==> src/rtl/dtree_pkg.sv <==
// Shared types and sizing helpers for the decision-tree feature loader.
package dtree_pkg;

    typedef enum logic [1:0] {
        S_IDLE   = 2'd0,
        S_SHIFT  = 2'd1,
        S_SETTLE = 2'd2,
        S_HOLD   = 2'd3
    } dtree_state_e;

    localparam int N_FEAT_DEF  = 16;
    localparam int FEAT_W_DEF  = 8;
    localparam int CLASS_W_DEF = 4;
    localparam int SETTLE_DEF  = 2;
    localparam int FRAME_BITS  = N_FEAT_DEF * FEAT_W_DEF;

    // Counter width able to hold 0..n-1, never narrower than one bit.
    function automatic int cnt_w(input int n);
        return (n <= 1) ? 1 : $clog2(n);
    endfunction

endpackage

==> src/rtl/dtree_sipo.sv <==
// Left-shifting serial-in/parallel-out register; clear may accompany a shift
// so a new frame's first bit lands in an otherwise empty register.
module dtree_sipo #(
    parameter int W = 128
) (
    input  logic         clk,
    input  logic         rst,
    input  logic         shift_i,
    input  logic         clr_i,
    input  logic         din_i,
    output logic [W-1:0] q_o
);

    logic [W-1:0] q_q;
    logic [W-1:0] base;

    assign base = clr_i ? '0 : q_q;

    always_ff @(posedge clk) begin
        if (rst)          q_q <= '0;
        else if (shift_i) q_q <= {base[W-2:0], din_i};
        else if (clr_i)   q_q <= '0;
    end

    assign q_o = q_q;

endmodule

==> src/rtl/dtree_feature_loader.sv <==
// Bit-serial frame deserialiser feeding a combinational decision tree, with
// class capture and valid/ready output. DTREE_LOADER_PARITY_EN adds a trailing parity bit.
module dtree_feature_loader
    import dtree_pkg::*;
#(
    parameter int N_FEAT  = N_FEAT_DEF,
    parameter int FEAT_W  = FEAT_W_DEF,
    parameter int CLASS_W = CLASS_W_DEF,
    parameter int SETTLE  = SETTLE_DEF
) (
    input  logic                       clk,
    input  logic                       rst,
    input  logic                       frame_start,
    input  logic                       sdi,
    input  logic                       sdi_valid,
    output logic [N_FEAT*FEAT_W-1:0]   feat_out,
    input  logic [CLASS_W-1:0]         class_in,
    output logic [CLASS_W-1:0]         out_class,
    output logic                       out_valid,
    input  logic                       out_ready,
    output logic                       busy,
    output logic                       err_overrun
`ifdef DTREE_LOADER_PARITY_EN
    ,
    output logic                       err_parity
`endif
);

    localparam int FB = N_FEAT * FEAT_W;
`ifdef DTREE_LOADER_PARITY_EN
    localparam int LEN = FB + 1;
`else
    localparam int LEN = FB;
`endif
    localparam int BCW = cnt_w(LEN);
    localparam int SCW = cnt_w(SETTLE);
    localparam logic [BCW-1:0] LAST_BIT = BCW'(LEN - 1);
    localparam logic [SCW-1:0] LAST_SET = SCW'(SETTLE - 1);

    dtree_state_e       state_q, state_d;
    logic [BCW-1:0]     bit_cnt_q;
    logic [SCW-1:0]     set_cnt_q;
    logic [CLASS_W-1:0] out_class_q;
    logic               out_valid_q, err_ovr_q;
    logic               shift_en, sr_clr, par_bad, par_bit;
    logic [FB-1:0]      sr;

    wire start    = sdi_valid & frame_start;
    wire last_bit = (bit_cnt_q == LAST_BIT);
    wire capture  = (state_q == S_SETTLE) && (set_cnt_q == LAST_SET);

`ifdef DTREE_LOADER_PARITY_EN
    logic par_q, err_par_q;
    assign par_bit = (bit_cnt_q == BCW'(FB));
    assign par_bad = par_q ^ sdi;
    assign err_parity = err_par_q;
`else
    assign par_bit = 1'b0;
    assign par_bad = 1'b0;
`endif

    always_ff @(posedge clk) begin
        if (rst) state_q <= S_IDLE;
        else     state_q <= state_d;
    end

    always_comb begin
        state_d = state_q;
        case (state_q)
            S_IDLE:   if (start) state_d = S_SHIFT;
            S_SHIFT:  if (sdi_valid && !frame_start && last_bit)
                          state_d = (par_bit && par_bad) ? S_IDLE : S_SETTLE;
            S_SETTLE: if (capture) state_d = S_HOLD;
            S_HOLD:   if (out_valid_q && out_ready) state_d = S_IDLE;
            default:  state_d = S_IDLE;
        endcase
    end

    always_comb begin
        shift_en = 1'b0;
        sr_clr   = 1'b0;
        busy     = (state_q != S_IDLE);
        case (state_q)
            S_IDLE: begin
                shift_en = start;
                sr_clr   = start;
            end
            S_SHIFT: begin
                shift_en = sdi_valid && (frame_start || !par_bit);
                sr_clr   = start;
            end
            default: ;
        endcase
    end

    always_ff @(posedge clk) begin
        if (rst) begin
            bit_cnt_q   <= '0;
            set_cnt_q   <= '0;
            out_class_q <= '0;
            out_valid_q <= 1'b0;
            err_ovr_q   <= 1'b0;
        end else begin
            if (start && (state_q == S_IDLE || state_q == S_SHIFT))
                bit_cnt_q <= BCW'(1);
            else if (state_q == S_SHIFT && sdi_valid)
                bit_cnt_q <= last_bit ? '0 : bit_cnt_q + 1'b1;

            set_cnt_q <= (state_q == S_SETTLE && !capture) ? set_cnt_q + 1'b1 : '0;

            if (capture) begin
                out_class_q <= class_in;
                out_valid_q <= 1'b1;
            end else if (state_q == S_HOLD && out_ready) begin
                out_valid_q <= 1'b0;
            end

            if (sdi_valid && (state_q == S_SETTLE || state_q == S_HOLD))
                err_ovr_q <= 1'b1;
        end
    end

`ifdef DTREE_LOADER_PARITY_EN
    // Running even parity over feature bits; restarted by any accepted frame_start.
    always_ff @(posedge clk) begin
        if (rst) begin
            par_q     <= 1'b0;
            err_par_q <= 1'b0;
        end else begin
            if (shift_en) par_q <= sr_clr ? sdi : (par_q ^ sdi);
            if (state_q == S_SHIFT && sdi_valid && !frame_start && par_bit && par_bad)
                err_par_q <= 1'b1;
        end
    end
`endif

    dtree_sipo #(.W(FB)) u_sipo (
        .clk     (clk),
        .rst     (rst),
        .shift_i (shift_en),
        .clr_i   (sr_clr),
        .din_i   (sdi),
        .q_o     (sr)
    );

    // First received feature sits at the top of the shift register but at the bottom of the bus.
    for (genvar k = 0; k < N_FEAT; k++) begin : g_map
        assign feat_out[k*FEAT_W +: FEAT_W] = sr[(N_FEAT-1-k)*FEAT_W +: FEAT_W];
    end

    assign out_class   = out_class_q;
    assign out_valid   = out_valid_q;
    assign err_overrun = err_ovr_q;

endmodule

==> config.mk <==
export PLATFORM = sky130hd
export DESIGN_NAME = dtree_feature_loader
export DESIGN_NICKNAME = d
export VERILOG_FILES = /design/src/rtl/dtree_pkg.sv /design/src/rtl/dtree_sipo.sv /design/src/rtl/dtree_feature_loader.sv
export SDC_FILE = /design/constraint.sdc
export NUM_CORES = 1
export LEC_CHECK = 0
export BUFFER_PORTS_ARGS = -buffer_cell sky130_fd_sc_hd__buf_2
export CORE_MARGIN = 4
export CORE_UTILIZATION = 45
export CTS_CLUSTER_SIZE = 28
export DETAILED_ROUTE_END_ITERATION = 12
export GPL_TIMING_DRIVEN = 0
export PLACE_DENSITY = 0.71
export REMOVE_ABC_BUFFERS = 1
export SKIP_CTS_REPAIR_TIMING = 1
export SYNTH_ARGS = -nofsm -noshare
export SYNTH_HDL_FRONTEND = slang
export SYNTH_HIERARCHICAL = 1
export SYNTH_SLANG_ARGS = --single-unit
export TNS_END_PERCENT = 1
==> constraint.sdc <==
create_clock -name clk -period 1.9 [get_ports clk]
set_clock_uncertainty 0.05 [all_clocks]
set_input_delay 0.38 -clock clk [delete_from_list [all_inputs] [get_ports clk]]
set_output_delay 0.38 -clock clk [all_outputs]
set_load 0.02 [all_outputs]
# Word-level counts from Yosys, hierarchy flattened
# Index checks and enable logic that the tools add are counted.
[classes]
add_sub_neg = 2
mul = 0
div_mod_pow = 0
order_cmp = 0
n_eq_ne = 8
shift = 0
muxes = 14
n_bitwise = 2
reduce_logical = 22
[ops]
columns = ["cell", "n"]
rows = [
  ["2-to-1 mux 128 bit", 2],
  ["logical AND 1 bit", 9],
  ["2-to-1 mux 2 bit", 4],
  ["inequality test 2 bit, second input constant", 4],
  ["case mux 2 bit (4 select lines)", 1],
  ["nonzero test 2 bit", 4],
  ["adder 7 x 1 -> 7 bit, second input constant", 1],
  ["== test 7 bit, second input constant", 1],
  ["2-to-1 mux 7 bit", 1],
  ["OR reduction 2 bit", 3],
  ["2-to-1 mux 1 bit", 5],
  ["== test 2 bit, second input constant", 2],
  ["AND reduction 4 bit", 1],
  ["== test 2 x 1 -> 1 bit, second input constant", 1],
  ["zero test 1 bit", 2],
  ["zero test 2 bit", 1],
  ["logical OR 1 bit", 2],
  ["case mux 1 bit (2 select lines)", 1],
  ["adder 1 bit, second input constant", 1],
  ["bitwise AND 1 bit", 1],
  ["NOT 1 bit", 1],
]
[totals]
reg_bits = 144
latch_bits = 0
mem_bits_rw = 0
romBits = 0
input_bits = 10
output_inout_bits = 135
wordCells = 57
memories = 0

# Logic depth before layout (Yosys ltp)
[logic_depth]
ltp_word = 6
depth_mapped = 9
depth_no_buf = 6

# Cells and area by module
# The synthesis kept the hierarchy.
[by_module_without_submodules]
columns = ["module", "n_inst", "cells_per_inst", "area_per_inst_um2", "seq_area_each_um2"]
rows = [
  ["dtree_sipo", 1, 414, 4554.4, 2562.5],
  ["dtree_feature_loader", 1, 95, 774.5, 320.3],
]

# Worst setup path after synthesis
# No wires, ideal clock.
[synth_path]
path_kind = "register to register"
from = "register state_q[0]"
to = "register u_sipo.q_q[104] (netlist: u_sipo/q_o[104])"
setup_ns = 0.114
arrival_time_ns = 1.534
t_required_ns = 1.736
setup_slack_ns = 0.201
path_stages_with_launch = 9
n_path_buf = 2
synth_period_minus_slack_ns = 1.699
path_cell_list = "dfxtp_1 inv_1 ha_1 a21oi_1 nor2b_1 buf_4 buf_4 mux2i_1 nor2_1"
[synth_between]
elab_cells_between_ends = 7
classes_between = "eq/ne (1); mux (4); reduce/logical (2)"
[synth_rtl]
columns = ["element", "line", "rtl"]
rows = [
  ["from (decl)", "dtree_feature_loader.sv:40", "dtree_state_e state_q, state_d;"],
  ["from (signal assigned)", "dtree_feature_loader.sv:64", "else state_q <= state_d;"],
  ["== test 2 x 1 -> 1 bit / zero test 2 bit (equally long branches)", "dtree_feature_loader.sv:83", "case (state_q)"],
  ["case mux 1 bit (2 select lines) *", "dtree_feature_loader.sv:83", ""],
  ["via shift_en", "dtree_feature_loader.sv:45", "logic shift_en, sr_clr, par_bad, par_bit;"],
  ["2-to-1 mux 128 bit *", "dtree_sipo.sv:21", "else if (shift_i) q_q <= {base[W-2:0], din_i};"],
  ["to (signal assigned)", "dtree_sipo.sv:21", ""],
  ["to (decl)", "dtree_sipo.sv:14", "logic [W-1:0] q_q;"],
]
# The timed path passes the listed nets; every way through them passes the cells marked *. The select of a mux whose other input is x is not followed.
# A chain may end at the register's enable or synchronous reset.

# Final worst setup path
[layout_path]
from = "register state_q[0]"
to = "register u_sipo.q_q[113] (netlist: u_sipo/q_o[113])"
# Same word-level chain as after synthesis.

==> impl_metrics.csv <==
group,metric,value,unit
status,status,"completed",
power_and_ir_drop,power,8.04,mW
cells_and_area,final_cells,814,
floorplan,core-area,11500,um^2
setup_path,crit_type,"reg2reg",
setup_path,cp.depth,9,
synthesis,yosys.area.top_type_share,54.1,%
timing,drv_slew,0,
global_route,antenna_found_initial,0,
setup_path,crit_end,"u_sipo/q_o[113]",
cells_and_area,area_growth,28.8,%
setup_path,cp-startpoint,"state_q[0]",
placed_design,dp_hpwl,7.58,mm
placed_design,port_buffers,144,
drt,drt-initial-drc-count,201,
synthesis,synthCells,509,
flow_run,drv_cap,0,
floorplan,num_rows,39,
setup_path,critPathBufInv,4,
cells_and_area,design_area,6860,um^2
global_route,grt_pass1_wl,18.1,mm
setup_path,crit_fanout,18,
global_route,grt_pass1_vias,3759,
drt,first_pass_iters,4,
drt,wl_per_cell,14.8,um
setup_path,reg2reg_from,"state_q[0]",
setup_path,r2r_slack,0.05,ns
cells_and_area,diodes,0,
placed_design,gp_congestion,0.845,
timing,rsz0062_at_grt,"true",
setup_path,end_kind,"register",
setup_path,r2r_cells,9,
floorplan,io_pins,145,
timing,relSlewSlack,50.2,%
timing,fmax,541,MHz
setup_path,arrival,2.10,ns
floorplan,dieArea,13600,um^2
clock_network,cts_buffers,17,
power_and_ir_drop,irDropWorstVdd,0.00100,V
clock_network,insertion_delay,0.42,ns
setup_path,crit_slowest_cell,"dfxtp_2",
floorplan,die_w,117,um
timing,post-route-period-util,97.3,%
synthesis,yosysWarnings,6,
clock_network,tritoncts,"yes",
synthesis,avgSynthCellArea,10.5,um^2
synthesis,synth_area,5330,um^2
setup_path,cp_cell_sequence,"inv_2 -> ha_4 -> a21oi_4 -> nor2b_4 -> buf_12 -> buf_16 -> clkbuf_16 -> mux2i_1 -> nor2_1",
clock_network,clock-sinks,144,
setup_path,cp.required,2.15,ns
placed_design,place_area,6150,um^2
placed_design,place_inst,774,
timing,worst_slew_pin_slew,0.739,ns
drt,vias,4049,
timing,post-route-min-period,1.85,ns
clock_network,cts_buffer_depth,2,
power_and_ir_drop,power_density,1170,nW/um^2
clock_network,root_buffer,"clkbuf_16",
drt,drt-total-wl,12.1,mm
cells_and_area,final_common_cell,"buf_2",
setup_path,rr_endpoint,"u_sipo/q_o[113]",
drt,drtAntennaViolNets,0,
floorplan,die_h,117,um
cells_and_area,fin_nets,673,
cells_and_area,drive_gt1_share,28.9,%
hold_path,hold_class,"in2reg",
setup_path,crit_path_max_incr_delay,0.35,ns
timing,final_hold_viol_count,0,
global_route,grt.overflow.total,0,
floorplan,start_util,46.3,%
drt,drcViolationCount,0,
global_route,track_usage,16.9,%
synthesis,synth_top_area_cell,"dfxtp_1",
global_route,grt_start_max_net_pins,84,
synthesis,yosysUniqueCellTypes,31,
setup_path,crit_family,"buffers and inverters",
clock_network,h-tree-depth,4,
timing,setup-tns-final,0,ns
cells_and_area,finalCoreUtilization,59.6,%
setup_path,setup.worst_path.start_class,"register",
synthesis,synth_area_leaders,"dfxtp_1 (54%), mux2i_1 (24%), nor2_1 (9.5%)",
cells_and_area,layout_common_cells,"buf_2 (144), dfxtp_1 (143), nor2_1 (135), mux2i_1 (129), clkbuf_16 (19)",
synthesis,ys_seq_area_share,54.1,%
timing,setup_viol,0,
synthesis,ys_ff_latch,144,
drt,vias_per_cell,4.97,
power_and_ir_drop,leakage,3.10,nW
clock_network,clk_pin_slew_worst_paths,0.05,ns
-- Yosys cell counts --
library cell,instances
dfxtp_1,144
nor2_1,135
mux2i_1,129
nand2_1,18
buf_4,13
a21oi_1,11
nand3_1,9
clkbuf_1,5
ha_1,5
inv_1,5
o21ai_0,5
buf_2,4
buf_8,3
xor2_1,3
nand4_1,2
nor2b_1,2
or3b_1,2
a211oi_1,1
a31oi_1,1
and2_1,1
and4_4,1
buf_12,1
buf_6,1
clkbuf_4,1
nand2b_1,1
nand3_2,1
nor4_1,1
o211a_1,1
o21bai_1,1
or2_1,1
or2b_1,1
-- worst min path at each step --
stage / from / to / slack [ns] / cells past startpoint
after floorplan: rst / err_overrun / 0.40 / 1
after global placement: err_overrun / err_overrun / 0.39 / 2
after detailed placement: err_overrun / err_overrun / 0.39 / 2
after CTS: class_in[1] / out_class[1] / 0.14 / 3
after global routing: class_in[3] / out_class[3] / 0.15 / 3
final: class_in[1] / out_class[1] / 0.17 / 3
-- routing by layer --
metal | global-route usage, % | wire, um | share of wire, %
met1 | 20.7 | 5270 | 44
met3 | 7.25 | 921 | 7.6
met4 | 6.80 | 146 | 1.2
met5 | 0 | 0 | 0
met2 | 26.3 | 5740 | 48
-- area by class of cell --
type,instances,area (um^2)
fillers,989,4650
well taps,143,179
flip-flops and latches,144,2880
multi-input cells,335,2270
clock inverters,6,80.1
inverters,5,18.8
clock buffers,26,489
repair buffers,155,936
-- registers in the layout, summed over array words and instances, names as in the netlist --
signal,cells
u_sipo/q_o,128
bit_cnt_q,7
out_class,4
state_q,2
err_overrun,1
out_valid,1
set_cnt_q,1
-- where the power goes --
part           total, mW  internal, mW  switching [mW]  leakage, nW
sequential          3.11          3.06          0.0499         1.16
combinational       1.74         0.796           0.941         1.66
clock               3.19          2.03            1.17        0.282
total               8.04          5.89            2.16         3.10
-- through the flow --
| stage | worst slack (ns) | hold WS (ns) |
|---|---|---|
| floorplan | -7.82 | 0.399 |
| global placement | -9.92 | 0.386 |
| detailed placement | -0.628 | 0.387 |
| CTS | -0.643 | 0.141 |
| global route | -0.0554 | 0.147 |
| finish | 0.0509 | 0.166 |
-- logic make-up after synthesis --
kind of cell | share of synthesized area [%]
AND/OR/NAND/NOR | 13.4
flip-flops | 54.1
multiplexers | 24.2
buffers and inverters | 4.48
AO/OA/AOI/OAI | 2.09
adder cells (fa/ha/maj) | 1.17
XOR/XNOR | 0.493
-- worst min-delay path: cells and delay by family --
family	cells	cell delay, ns
AOI/OAI and AO/OA	1	0.05
and+or+nand+nor	1	0.05
buffers and inverters	1	0.10
Note: power is estimated with default switching activity, not from simulation.
